**config.mk**
```make
export PLATFORM = sky130hd
export DESIGN_NAME = htif_host_initiator
export DESIGN_NICKNAME = d
export VERILOG_FILES = /design/src/rtl/htif_pkg.sv /design/src/rtl/htif_link_timeout.sv /design/src/rtl/htif_host_initiator.sv
export SDC_FILE = /design/constraint.sdc
export NUM_CORES = 1
export LEC_CHECK = 0
export CORE_UTILIZATION = 49
export CTS_BUF_LIST = sky130_fd_sc_hd__clkbuf_8
export DETAILED_ROUTE_END_ITERATION = 12
export PLACE_DENSITY = 0.75
export SETUP_SLACK_MARGIN = 0.1
export SYNTH_ARGS = -nofsm -noshare
export SYNTH_HDL_FRONTEND = slang
export SYNTH_HIERARCHICAL = 1
export SYNTH_SLANG_ARGS = --single-unit
```
**constraint.sdc**
```tcl
create_clock -name clk -period 3.3 [get_ports clk]
set_clock_uncertainty 0.05 [all_clocks]
set_input_delay 0.66 -clock clk [delete_from_list [all_inputs] [get_ports clk]]
set_output_delay 0.66 -clock clk [all_outputs]
set_load 0.02 [all_outputs]
```
**src/rtl/htif_pkg.sv**
```systemverilog
`default_nettype none
// +----------------------------------------------------------------------+
// | htif_pkg                                                             |
// | Shared definitions for both ends of the 4-bit HTIF link: command     |
// | codes, the ACK byte, packet lengths in nibbles and length helpers.    |
// | Revision: 1.0                                                        |
// +----------------------------------------------------------------------+
package htif_pkg;

  typedef enum logic [2:0] {
    CMD_RDMEM = 3'd0,
    CMD_WRMEM = 3'd1,
    CMD_RDCR  = 3'd2,
    CMD_WRCR  = 3'd3,
    CMD_START = 3'd4,
    CMD_STOP  = 3'd5
  } htif_cmd_e;

  localparam logic [7:0] CMD_ACK = 8'h06;

  // Largest packets in each direction, in nibbles.
  localparam int unsigned TX_NIBS = 42;
  localparam int unsigned RX_NIBS = 34;

  localparam logic [5:0] TX_LEN_RDMEM = 6'd10;
  localparam logic [5:0] TX_LEN_WRMEM = 6'd42;
  localparam logic [5:0] TX_LEN_RDCR  = 6'd10;
  localparam logic [5:0] TX_LEN_WRCR  = 6'd18;
  localparam logic [5:0] TX_LEN_START = 6'd10;
  localparam logic [5:0] TX_LEN_STOP  = 6'd2;

  localparam logic [5:0] RX_LEN_RDMEM = 6'd34;
  localparam logic [5:0] RX_LEN_RDCR  = 6'd10;
  localparam logic [5:0] RX_LEN_ACK   = 6'd2;

  function automatic logic cmd_valid(input logic [2:0] cmd);
    return (cmd <= 3'd5);
  endfunction

  function automatic logic [5:0] tx_len(input logic [2:0] cmd);
    case (cmd)
      CMD_RDMEM: return TX_LEN_RDMEM;
      CMD_WRMEM: return TX_LEN_WRMEM;
      CMD_RDCR:  return TX_LEN_RDCR;
      CMD_WRCR:  return TX_LEN_WRCR;
      CMD_START: return TX_LEN_START;
      default:   return TX_LEN_STOP;
    endcase
  endfunction

  function automatic logic [5:0] rx_len(input logic [2:0] cmd);
    case (cmd)
      CMD_RDMEM: return RX_LEN_RDMEM;
      CMD_RDCR:  return RX_LEN_RDCR;
      default:   return RX_LEN_ACK;
    endcase
  endfunction

endpackage
`default_nettype wire

```
**src/rtl/htif_link_timeout.sv**
```systemverilog
`default_nettype none
// +----------------------------------------------------------------------+
// | htif_link_timeout                                                    |
// | Saturating idle-cycle counter. Counts every cycle unless cleared and  |
// | flags expiry once it reaches TIMEOUT_CYCLES; it never wraps.          |
// | Ports: clk, rst, clr_i (clear, dominant), expired_o.                  |
// | Revision: 1.0                                                        |
// +----------------------------------------------------------------------+
module htif_link_timeout #(
  parameter int unsigned TIMEOUT_CYCLES = 4096,
  parameter int unsigned TO_BITS        = 13
) (
  input  logic clk,
  input  logic rst,
  input  logic clr_i,
  output logic expired_o
);

  localparam logic [TO_BITS-1:0] C_LIMIT = TO_BITS'(TIMEOUT_CYCLES);
  localparam logic [TO_BITS-1:0] C_ONE   = TO_BITS'(1);

  logic [TO_BITS-1:0] cnt_q;

  assign expired_o = (cnt_q == C_LIMIT);

  always_ff @(posedge clk) begin
    if (rst || clr_i) begin
      cnt_q <= '0;
    end else if (!expired_o) begin
      cnt_q <= cnt_q + C_ONE;
    end
  end

endmodule
`default_nettype wire

```
**src/rtl/htif_host_initiator.sv**
```systemverilog
`default_nettype none
// +----------------------------------------------------------------------+
// | htif_host_initiator                                                  |
// | Host end of the 4-bit HTIF link. Serialises one command into a nibble |
// | packet (LSB nibble first), collects the response packet, checks the   |
// | ACK byte and returns read data.                                       |
// | Ports: req_* command handshake, resp_* completion handshake,          |
// |        link_out_* to chip in_*, link_in_* from chip out_*, busy.      |
// | Revision: 1.0                                                        |
// +----------------------------------------------------------------------+
module htif_host_initiator
  import htif_pkg::*;
#(
  parameter int unsigned TIMEOUT_CYCLES = 4096,
  parameter int unsigned TO_BITS        = 13
) (
  input  logic         clk,
  input  logic         rst,
  input  logic         req_val,
  output logic         req_rdy,
  input  logic [2:0]   req_cmd,
  input  logic [31:0]  req_addr,
  input  logic [127:0] req_data,
  output logic         resp_val,
  input  logic         resp_rdy,
  output logic [127:0] resp_data,
  output logic         resp_err,
  output logic         link_out_val,
  input  logic         link_out_rdy,
  output logic [3:0]   link_out_bits,
  input  logic         link_in_val,
  output logic         link_in_rdy,
  input  logic [3:0]   link_in_bits,
  output logic         busy
);

  localparam logic [2:0] S_IDLE = 3'd0;
  localparam logic [2:0] S_SEND = 3'd1;
  localparam logic [2:0] S_WAIT = 3'd2;
  localparam logic [2:0] S_RECV = 3'd3;
  localparam logic [2:0] S_DONE = 3'd4;

  logic [2:0]             state_q, state_d;
  logic [5:0]             cnt_q, cnt_d;
  logic [2:0]             cmd_q, cmd_d;
  logic                   err_q, err_d;
  logic [TX_NIBS*4-1:0]   tx_q, tx_d;
  logic [RX_NIBS*4-1:0]   rx_q, rx_d;

  logic                   w_rx_phase;
  logic                   w_sent;
  logic                   w_to_clr;
  logic                   w_to_expired;

  assign w_rx_phase = (state_q == S_WAIT) || (state_q == S_RECV);
  // Only the first nibble waits for the chip; after that the packet must
  // stream without gaps, so later nibbles go out every cycle.
  assign w_sent     = (state_q == S_SEND) && ((cnt_q != 6'd0) || link_out_rdy);
  // Idle time is only measured while a response is expected; any received
  // nibble restarts the window.
  assign w_to_clr   = !w_rx_phase || link_in_val;

  htif_link_timeout #(
    .TIMEOUT_CYCLES (TIMEOUT_CYCLES),
    .TO_BITS        (TO_BITS)
  ) u_timeout (
    .clk       (clk),
    .rst       (rst),
    .clr_i     (w_to_clr),
    .expired_o (w_to_expired)
  );

  always_comb begin
    state_d = state_q;
    cnt_d   = cnt_q;
    cmd_d   = cmd_q;
    err_d   = err_q;
    tx_d    = tx_q;
    rx_d    = rx_q;
    case (state_q)
      S_IDLE: begin
        if (req_val) begin
          tx_d  = {req_data, req_addr, 5'b0, req_cmd};
          rx_d  = '0;
          cmd_d = req_cmd;
          cnt_d = 6'd0;
          if (cmd_valid(req_cmd)) begin
            err_d   = 1'b0;
            state_d = S_SEND;
          end else begin
            err_d   = 1'b1;
            state_d = S_DONE;
          end
        end
      end
      S_SEND: begin
        if (w_sent) begin
          if (cnt_q == tx_len(cmd_q) - 6'd1) begin
            cnt_d   = 6'd0;
            state_d = S_WAIT;
          end else begin
            cnt_d = cnt_q + 6'd1;
          end
        end
      end
      S_WAIT, S_RECV: begin
        if (link_in_val) begin
          rx_d[{cnt_q, 2'b00} +: 4] = link_in_bits;
          cnt_d   = cnt_q + 6'd1;
          state_d = (cnt_q + 6'd1 == rx_len(cmd_q)) ? S_DONE : S_RECV;
        end else if (w_to_expired) begin
          err_d   = 1'b1;
          state_d = S_DONE;
        end
      end
      S_DONE: begin
        if (resp_rdy) begin
          state_d = S_IDLE;
        end
      end
      default: state_d = S_IDLE;
    endcase
  end

  always_ff @(posedge clk) begin
    if (rst) begin
      state_q <= S_IDLE;
      cnt_q   <= 6'd0;
      cmd_q   <= 3'd0;
      err_q   <= 1'b0;
      tx_q    <= '0;
      rx_q    <= '0;
    end else begin
      state_q <= state_d;
      cnt_q   <= cnt_d;
      cmd_q   <= cmd_d;
      err_q   <= err_d;
      tx_q    <= tx_d;
      rx_q    <= rx_d;
    end
  end

  // All outputs decode registered state only.
  assign req_rdy       = (state_q == S_IDLE);
  assign busy          = (state_q != S_IDLE);
  assign link_out_val  = (state_q == S_SEND);
  assign link_out_bits = (state_q == S_SEND) ? tx_q[{cnt_q, 2'b00} +: 4] : 4'h0;
  assign link_in_rdy   = w_rx_phase;
  assign resp_val      = (state_q == S_DONE);
  assign resp_err      = (state_q == S_DONE) && (err_q || (rx_q[7:0] != CMD_ACK));

  always_comb begin
    resp_data = '0;
    if (state_q == S_DONE) begin
      if (cmd_q == CMD_RDMEM) begin
        resp_data = rx_q[RX_NIBS*4-1:8];
      end else if (cmd_q == CMD_RDCR) begin
        resp_data = {96'd0, rx_q[39:8]};
      end
    end
  end

endmodule
`default_nettype wire

```
**Word level (Yosys, flattened, before mapping)**

Index checks and enable logic that the tools add are counted.

- Bits of input ports: 173
- Output and inout port bits: 138
- Register bits: 325

- Equality and inequality tests: 20
- Multiplexer cells: 33
- Reduce and logical (&&, ||, !) cells: 21
- Add/subtract/negate cells: 4
- Shifts and indexed selects: 3
- $lt $le $gt $ge: 1

Operator list:

| cell | number |
|---|---|
| 136-bit two-way mux | 2 |
| 136-bit one-hot mux with 2 select lines | 1 |
| 128-bit two-way mux | 2 |
| 168-bit by 9-bit indexed part select with 4-bit output | 1 |
| 136-bit bitwise mux | 1 |
| 4-bit by 10-bit variable shift with 136-bit output (first input constant) | 1 |
| 4-bit by 10-bit indexed part select with 136-bit output | 1 |
| 6-bit two-way mux | 8 |
| 6-bit one-hot mux with 3 select lines | 2 |
| 32-bit two-way mux | 1 |
| 3-bit two-way mux | 8 |
| 13-bit by 1-bit adder with 13-bit output (second input constant) | 1 |
| 13-bit equality test (second input constant) | 1 |
| 3-bit by 2-bit equality test with 1-bit output (second input constant) | 4 |
| 6-bit equality test | 2 |
| 3-bit one-hot mux with 4 select lines | 1 |
| 6-bit one-hot mux with 2 select lines | 1 |
| 8-bit negation with 10-bit output | 1 |
| 2-bit by 1-bit != test with 1-bit output (second input constant) | 4 |
| 8-bit by 3-bit != test with 1-bit output (second input constant) | 1 |
| 4-bit AND reduction | 2 |
| 6-bit by 1-bit adder with 6-bit output (second input constant) | 1 |
| 3-bit by 1-bit equality test with 1-bit output (second input constant) | 2 |
| 3-bit equality test (second input constant) | 2 |
| other kinds (19) | 31 |

**Logic depth before layout (Yosys ltp)**

- Depth in word-level cells: 10
- Mapped depth: 11

**Cells and area by module**

Netlist, hierarchy kept.

Modules (own cells, without submodules):

| module | times used | area an instance (um^2) | cells an instance |
|---|---|---|---|
| htif_host_initiator | 1 | 14113.5 | 1656 |
| htif_link_timeout | 1 | 669.4 | 78 |

**Least setup slack after synthesis**

OpenSTA, ideal clock, no wires.

- Path type: register -> output
- Start point: register cnt_q[0] (netlist name)
- End point: output link_out_bits[2]
- Path slack: 0.331 ns
- Arrival time: 2.259 ns
- Data required time: 2.590 ns
- Stages on the path, launching flop included: 8
- Cells stage by stage: dfxtp_1 -> buf_2 -> buf_2 -> buf_2 -> mux4_2 -> a21oi_1 -> o211ai_1 -> a32o_1

RTL lines:

| what | RTL line | RTL |
|---|---|---|
| end: declaration | htif_host_initiator.sv:30 | `output logic [3:0] link_out_bits,` |

==> impl_results.md <==
- Max-Slew Margin vs Limit: 41.7%
- Avg Inst Size Synth: 8.53 sq um
- Vias in the first global route: 13400
- Routed WL: ~45000 microns
- Pwr per Cell Area: 605 nW/um^2
- Die Area: between 30000 and 40000 sq um
- Antenna Nets Post-Route: 0
- Final instance area: between 15000 and 20000 sq um
- NetSw: slightly above 4 mW
- Min-delay src: tx_q[69]$_SDFFE_PP0P_
- HP Class: reg2reg
- Net Count, Synth: 1915
- Worst reg2reg path depth: 11
- Clock share of power: 27.3%
- Setup violators final: 3
- Least-Margin Pin Slew: ~0.87 ns
- IO Port Bufs: 310
- Worst setup path class: reg2out
- Die Wd: 176 microns
- Final hold viol count: 0
- Crit path max fanout: 6
- Overall Power: around 12 mW
- Final worst setup slack: -0.0366 ns
- Via density: ~5.7
- Yosys reg bits: 322
- Netlist cell types: just over 80
- Share of cells above drive strength 1: 12.3%
- Tcrit/Tclk final: 101%
- Most frequent cell after synthesis: nand2_1
- P_int: 7.73 mW
- Comb pwr share: approximately a third
- Worst Setup Start Kind: flip-flop
- Worst EP arrival: approximately 2.6 ns
- Leak pwr: around 8 nW
- Synth async-reset ratio: 0%
- P&R area growth vs syn: 32.8%
- TritonCTS clock tree: done
- Grt met1 use: 36.7%
- CTS root buffer: clkbuf_8
- Fmax: 300 MHz
- Clk sinks: 322
- H-Tree Depth: 2
- Final HPWL DP: 31900 microns
- Slew Limit Fails: 0
- Clk buf depth: 3
- CTS Buf Count: 49
- GP Congestion: 0.914
- Routed length per instance: 18.1 microns
- Setup slack, reg-to-reg: approximately 0.26 ns
- Initial DRC count: about 1100
- Net switching share of the total power: 35.0%
- Total grt overflow: 0
- CP Capture Type: primary output
- WP data required: 2.59 ns
- Area share of the leading cell type in the synthesized netlist: 43.6%
- Synth Flop Type: dfxtp_1
- Nets@finish: 2236
- EDFF count, synth: 0
- WHS Path Cells: 2
- Post-synth top cells: nand2_1, dfxtp_1, a21oi_1
- Final core occ: about two thirds
- Initial antenna violation count: 2
- Post-placement setup slack: about 0.019 ns
- RSZ-0062 raised after global routing: yes
- Core box area: around 30000 sq um
- Starting Density: between 40% and 50%
- Worst r2r src: cnt_q[0]$_SDFFE_PP0P_
- Reg power frac: roughly two fifths
- Top post-synthesis cells by area: dfxtp_1, nand2_1, a21oi_1
- Sequential fraction of the synthesis area: between 40% and 50%
- Reg2reg end: rx_q[34]$_SDFFE_PP0P_
- Skew-Pair Late Insertion Delay: 0.56 ns
- Failing checks: setup timing
- Filler cells: 2513
- 1st-pass router iterations: 5
- Post-DP Area: 18500 sq um
- DIE HEIGHT: 176 microns
- Largest net degree at the start of global routing: 164
- Synthesized area: 14800 sq um
- Outcome: complete, but fails checks
- First-pass GRT wire length: 70600 microns
- Tot GR Track Use: between 20 and 30%
- Drt drc: 0
- # rows: 63
- Met3 Use GR: 4.94%
- Yosys top cell by area: dfxtp_1
- Setup TNS: -0.0479 ns
- MaxCap Viol Count: 0
- Met2 usage: roughly 47%
- Most Crowded Layer GR: met2
- Fin crit period: 3.34 ns
- # IOs: 311
- Mapped Cells: ~1700
- CTS clk-pin slew, worst paths: roughly 0.060 ns
- Synth warn: 6
- Maximum vdd drop: 0.360 mV
- WHS Endpoint: tx_q[69]$_SDFFE_PP0P_
- Via Count: around 14000
==> cell usage in the layout, fill, tap and decap left out, types with 32 or more instances in the layout <==
master,netlist,layout
clkdlybuf4s50_1,0,176
nand3_1,37,35
inv_1,20,32
clkbuf_8,0,58
nor2_1,38,37
dfxtp_1,322,318
nor3_1,33,32
buf_4,0,55
dlygate4sd2_1,0,123
a21oi_1,186,185
mux2i_1,45,44
and2_1,135,135
nand2_1,438,436
mux4_2,38,38
==> critical path, cell delays in order (launching register included) <==
cell,delay [ns]
dfxtp_4,0.44
buf_6,0.13
buf_6,0.09
mux4_2,0.52
mux4_2,0.49
o21ai_2,0.13
nand2_2,0.11
buf_6,0.15
==> final cells by class <==
cell class | instances | area, sq um | area share (%)
Clock buffer | 58 | 798 | 4.07
Antenna cell | 1 | 2.50 | 0.0127
Clock inverter | 24 | 160 | 0.816
Sequential cell | 322 | 6460 | 32.9
Inverter | 22 | 82.6 | 0.421
Multi-Input combinational cell | 1270 | 7870 | 40.1
Tap cell | 390 | 488 | 2.49
Timing Repair Buffer | 390 | 3770 | 19.2
==> layer usage <==
metal,up-vias,routed length [microns]
li1,6706,-
met1,6590,18700
met2,608,21400
met3,106,3150
met4,2,1540
met5,-,11
==> what timing repair did <==
item / CTS / global route
gates cloned: 4 / 1
hold buffers: 0 / 0
gates resized for setup: 173 / 24
endpoints found under the setup margin: 137 / 14
pin swaps: 6 / 4
setup buffers: 12 / 2
==> flip-flops by register name (all words and copies together) (netlist names) <==
signal           flops
rx_q               136
u_timeout/cnt_q     13
tx_q               161
cmd_q                2
cnt_q                6
err_q                1
state_q              3
==> worst max-delay path by stage <==
stage,from,end,cells past startpoint
final,cnt_q[0]$_SDFFE_PP0P_,link_out_bits[1],7
after floorplan,cnt_q[0]$_SDFFE_PP0P_,link_out_bits[2],7
after CTS,cnt_q[0]$_SDFFE_PP0P_,link_out_bits[3],7
after global routing,cnt_q[0]$_SDFFE_PP0P_,link_out_bits[1],7
after global placement,cnt_q[0]$_SDFFE_PP0P_,link_out_bits[3],6
after detailed placement,cnt_q[1]$_SDFFE_PP0P_,rx_q[51]$_SDFFE_PP0P_,8
==> power groups by stage <==
stage	Clock [mW]	Sequential, mW	Combinational, mW
floorplan	0	4.66	2.41
global placement	0	4.80	3.52
detailed placement	0	4.82	3.60
CTS	3.28	4.73	3.79
global route	3.47	4.80	4.23
finish	3.25	4.74	3.89
==> logic make-up (layout without fill, tap and decap cells) <==
| kind of cell | count (synthesis) | after routing | share of synthesized area [%] |
|---|---|---|---|
| flops | 322 | 322 | 43.6 |
| buf+inv | 142 | 494 | 3.80 |
| simple gates | 775 | 775 | 25.0 |
| fa+ha+maj | 9 | 9 | 0.745 |
| mux | 85 | 85 | 8.99 |
| compound gates | 394 | 394 | 17.5 |
| xor+xnor | 7 | 7 | 0.415 |
| other cells | 0 | 1 | 0 |
==> metrics by stage <==
stage / hold WS, ns / instances
CTS: 0.390 / 2473
global placement: 0.388 / 2375
global route: 0.407 / 2476
floorplan: 0.367 / 1734
detailed placement: 0.393 / 2375
finish: 0.405 / 2477
Power figures use the tool's default switching activity.
